<file path="config.mk">
export PLATFORM = sky130hd
export DESIGN_NAME = imm_extend_pipe
export DESIGN_NICKNAME = d
export VERILOG_FILES = /design/src/rtl/imm_extend_pipe.sv
export SDC_FILE = /design/constraint.sdc
export NUM_CORES = 1
export LEC_CHECK = 0
export CORE_UTILIZATION = 44
export DETAILED_ROUTE_END_ITERATION = 6
export HOLD_SLACK_MARGIN = 0.06
export PLACE_DENSITY_LB_ADDON = 0.1
export SETUP_SLACK_MARGIN = 0.3
export SLEW_MARGIN = 20
export SYNTH_ARGS = -nofsm -noshare
export SYNTH_HDL_FRONTEND = slang
export SYNTH_SLANG_ARGS = --single-unit
</file>
<file path="constraint.sdc">
create_clock -name Clk -period 2.29 [get_ports Clk]
set_input_delay 0.458 -clock Clk [delete_from_list [all_inputs] [get_ports Clk]]
set_output_delay 0.458 -clock Clk [all_outputs]
set_load 0.005 [all_outputs]
</file>
<file path="src/rtl/imm_extend_pipe.sv">
// -----------------------------------------------------------------------------
// imm_extend_pipe
//   Immediate-extension unit between decode and execute. It widens an IN_W-bit
//   immediate to OUT_W bits according to a 2-bit mode, then carries the result
//   through a STAGES-deep register pipeline. Each stage holds a valid tag and
//   the mode alongside the data. The pipeline supports stall and flush.
//
//   Mode | extension
//   00   | sign-extend
//   01   | zero-extend
//   10   | upper: IN in the top IN_W bits, lower bits zero
//   11   | branch offset: sign-extend, then shift left by 2
//
// Ports
//   Clk      in   rising-edge clock
//   Rst      in   synchronous reset, active-high, clears every stage
//   Stall    in   hold every stage; the input in that cycle is dropped
//   Flush    in   clear every stage; overrides Stall
//   InValid  in   IN/Mode carry a real instruction this cycle
//   Mode     in   [1:0] extension mode
//   IN       in   [IN_W-1:0] raw immediate
//   OUT      out  [OUT_W-1:0] extended immediate from the last stage
//   OutValid out  OUT holds a valid result
//   OutMode  out  [1:0] mode travelling with OUT
// -----------------------------------------------------------------------------
module imm_extend_pipe #(
    parameter int IN_W   = 16,
    parameter int OUT_W  = 32,
    parameter int STAGES = 1
) (
    input  logic             Clk,
    input  logic             Rst,
    input  logic             Stall,
    input  logic             Flush,
    input  logic             InValid,
    input  logic [1:0]       Mode,
    input  logic [IN_W-1:0]  IN,
    output logic [OUT_W-1:0] OUT,
    output logic             OutValid,
    output logic [1:0]       OutMode
);

    localparam int EXT_W = OUT_W - IN_W;

    logic [OUT_W-1:0] sext;
    logic [OUT_W-1:0] zext;
    logic [OUT_W-1:0] upper;
    logic [OUT_W-1:0] branch;

    logic             valid_d;
    logic [1:0]       mode_d;
    logic [OUT_W-1:0] data_d;

    logic             valid_q [STAGES];
    logic [1:0]       mode_q  [STAGES];
    logic [OUT_W-1:0] data_q  [STAGES];

    assign sext   = {{EXT_W{IN[IN_W-1]}}, IN};
    assign zext   = {{EXT_W{1'b0}}, IN};
    assign upper  = {IN, {EXT_W{1'b0}}};
    // Top two bits of the sign-extended value fall off the end.
    assign branch = {sext[OUT_W-3:0], 2'b00};

    // A bubble carries zero data and mode 00, so an X on Mode while InValid
    // is low never reaches the stage registers.
    always_comb begin
        valid_d = InValid;
        mode_d  = 2'b00;
        data_d  = '0;
        if (InValid) begin
            mode_d = Mode;
            case (Mode)
                2'b00:   data_d = sext;
                2'b01:   data_d = zext;
                2'b10:   data_d = upper;
                default: data_d = branch;
            endcase
        end
    end

    always_ff @(posedge Clk) begin
        if (Rst || Flush) begin
            for (int k = 0; k < STAGES; k++) begin
                valid_q[k] <= 1'b0;
                mode_q[k]  <= 2'b00;
                data_q[k]  <= '0;
            end
        end else if (!Stall) begin
            valid_q[0] <= valid_d;
            mode_q[0]  <= mode_d;
            data_q[0]  <= data_d;
            for (int k = 1; k < STAGES; k++) begin
                valid_q[k] <= valid_q[k-1];
                mode_q[k]  <= mode_q[k-1];
                data_q[k]  <= data_q[k-1];
            end
        end
    end

    assign OUT      = data_q[STAGES-1];
    assign OutValid = valid_q[STAGES-1];
    assign OutMode  = mode_q[STAGES-1];

endmodule

</file>
==> results_dict.tcl <==
set metrics [dict create \
    synth_area_leader_cell "edfxtp_1" \
    initial_utilization 0.473 \
    multi_input_area_um2 504 \
    ant_nets 0 \
    grt_pass1_vias 1195 \
    cp-end-kind "register" \
    synthTopCellsByArea "edfxtp_1 (65%), a21oi_1 (10%), nor2b_1 (5.8%)" \
    die_h_um 62.8 \
    hold_viol 0 \
    vias 1219 \
    ys_seq_elements 35 \
    tritoncts "yes" \
    antenna_found_initial 0 \
    place.detailed.hpwl_um 2490 \
    cts_resized 0 \
    syn_area_per_cell_um2 12.5 \
    post-route-util 0.669 \
    core_um2 3440 \
    rows 21 \
    synth_top_cell_area_share 0.646 \
    synth.most_common_cell "edfxtp_1" \
    yosysWarningCount 0 \
    synth_edf_count 35 \
    grt_util_met3 0.0657 \
    fmax_mhz 603 \
    min_period_ns 1.66 \
    holdCritPathClass "in -> reg" \
    cts_sinks 35 \
    rsz0062_at_grt "false" \
    critPathMaxStageDelay_ns 0.56 \
    fin_crit_sh 0.725 \
    leakage_nw 0.845 \
    synth_commonest_cells "edfxtp_1 (35), a21oi_1 (33), nor2_1 (16)" \
    dr.pass1.iters 4 \
    pre_cts_ws_ns 0.350 \
    final_cells 236 \
    clock_path_buffers 2 \
    critPathMaxFanout 15 \
    fill_cells 262 \
    wire_per_inst_um 14.5 \
    crit_family "buffers and inverters" \
    final-seq-area_um2 1050 \
    worst_slew_pin_slew_ns 0.545 \
    cts.clk_slew.worst_paths_ns 0.07 \
    setup_violations 0 \
    drive_gt1_frac 0.132 \
    pin_count 58 \
    crit_required_ns 2.30 \
    ys_types 20 \
    path_cells "clkdlybuf4s50_1 > nor2b_1 > o21ai_4 > a21oi_1" \
    busiest_layer "met2" \
    die-area_um2 3940 \
    drcViolationCount 0 \
    numCtsBuffers 5 \
    grt_usage 0.189 \
    finalNetCount 213 \
    synth_ff_type "edfxtp_1" \
    critPathSlowestCell "clkdlybuf4s50_1" \
    grtUsageMet1 0.226 \
    grt_max_degree 22 \
    worst-path-buf-inv 1 \
    fin_tns_setup_ns 0 \
    dp_cells 229 \
    slew_violations 0 \
    synth_cells 130 \
    relSlewSlack 0.635 \
    seq_area_frac_synth 0.646 \
    postCtsSetupRepairBufs 0 \
    cts-root-buf "clkbuf_8" \
    worstSetupStartpointType "input pin" \
    vias_per_cell 5.17 \
    met2_usage 0.313 \
    grt_pass1_wl_um 5640 \
    power_density_nw_per_um2 587 \
    status "complete, no violations" \
    syn_area_um2 1630 \
    ctsHoldBuffers 0 \
    dieWidth_um 62.8 \
    critPathArrivalTime_ns 1.67 \
    antennaDiodeCount 0 \
    finalWorstSetupSlack_ns 0.630 \
    async_flop_share 0 \
    port_buffers 57 \
    area_growth_pct 41.6 \
    gp_congestion 0.759 \
    drtIter0Drc 36 \
    drv_cap 0 \
    hold_ws_ns 0.944 \
    irDropWorstVdd_mv 0.288 \
    grt-ovfl-total 0 \
    htreeDepth 2 \
    worstSetupPathType "in -> reg" \
    drt-total-wl_um 3420 \
    synth_nets 153 \
]
-- power by group --
part           leakage [nW]  internal, mW  total [mW]  switching, mW
clock                0.0414         0.202       0.404          0.202
combinational         0.399         0.116       0.205         0.0896
sequential            0.405         0.736       0.744        0.00847
-- routing by layer --
metal	share of wire	routed length (um)
met3	0.065	223
met4	0.014	48
met1	0.43	1480
met2	0.49	1670
met5	0	0
-- cell type report --
class                   count  share of cell area
clock buffers               5              0.0299
clock inverters             2             0.00380
inverters                   2             0.00543
multi-input cells          85               0.219
flip-flops and latches     35               0.456
well taps                  46              0.0250
repair buffers             61               0.261
-- cell families (layout without fill, tap and decap cells) --
| kind of cell | after synthesis | count (layout) | synth area share |
|---|---|---|---|
| flip-flops | 35 | 35 | 0.646 |
| buffers and inverters | 10 | 70 | 0.0438 |
| AO/OA/AOI/OAI | 45 | 45 | 0.168 |
| multiplexers | 1 | 1 | 0.00615 |
| AND/OR/NAND/NOR | 39 | 39 | 0.135 |
-- final timing paths --
path	slack (ns)	endpoint	depth (start not counted)	from
setup / recovery	0.63	data_q[0][23]	4	Mode[0]
hold / removal	0.94	data_q[0][2]	3	IN[0]
-- state kept, by name (all words and copies together) (netlist names) --
signal and cells:
mode_q 2, valid_q 1, data_q 32
-- layout by cell type (no fill, tap or decap), drive strengths merged --
| cell | Yosys | routed |
|---|---|---|
| a21oi | 43 | 43 |
| o21ai | 2 | 2 |
| edfxtp | 35 | 35 |
| clkinv | 1 | 3 |
| clkbuf | 1 | 5 |
| clkdlybuf4s50 | 0 | 57 |
| nor2 | 17 | 17 |
| nand2 | 1 | 1 |
| inv | 1 | 1 |
| and2 | 3 | 3 |
| nor2b | 15 | 15 |
| nor3b | 2 | 2 |
| nand3b | 1 | 1 |
| mux2i | 1 | 1 |
| buf | 7 | 4 |
-- stage by stage --
step / area [um^2] / power [mW]
6_report: 2300 / 1.35
5_1_grt: 2300 / 1.40
4_1_cts: 2300 / 1.36
3_5_place_dp: 2230 / 0.963
3_3_place_gp: 2230 / 0.959
2_1_floorplan: 1630 / 0.839
-- tightest hold or removal path: cells and delay by family --
kind,cells,cell delay (ns)
and+or+nand+nor,1,0.07
buffers and inverters,1,0.51
AOI/OAI and AO/OA,1,0.08
Power figures use the tool's default switching activity.
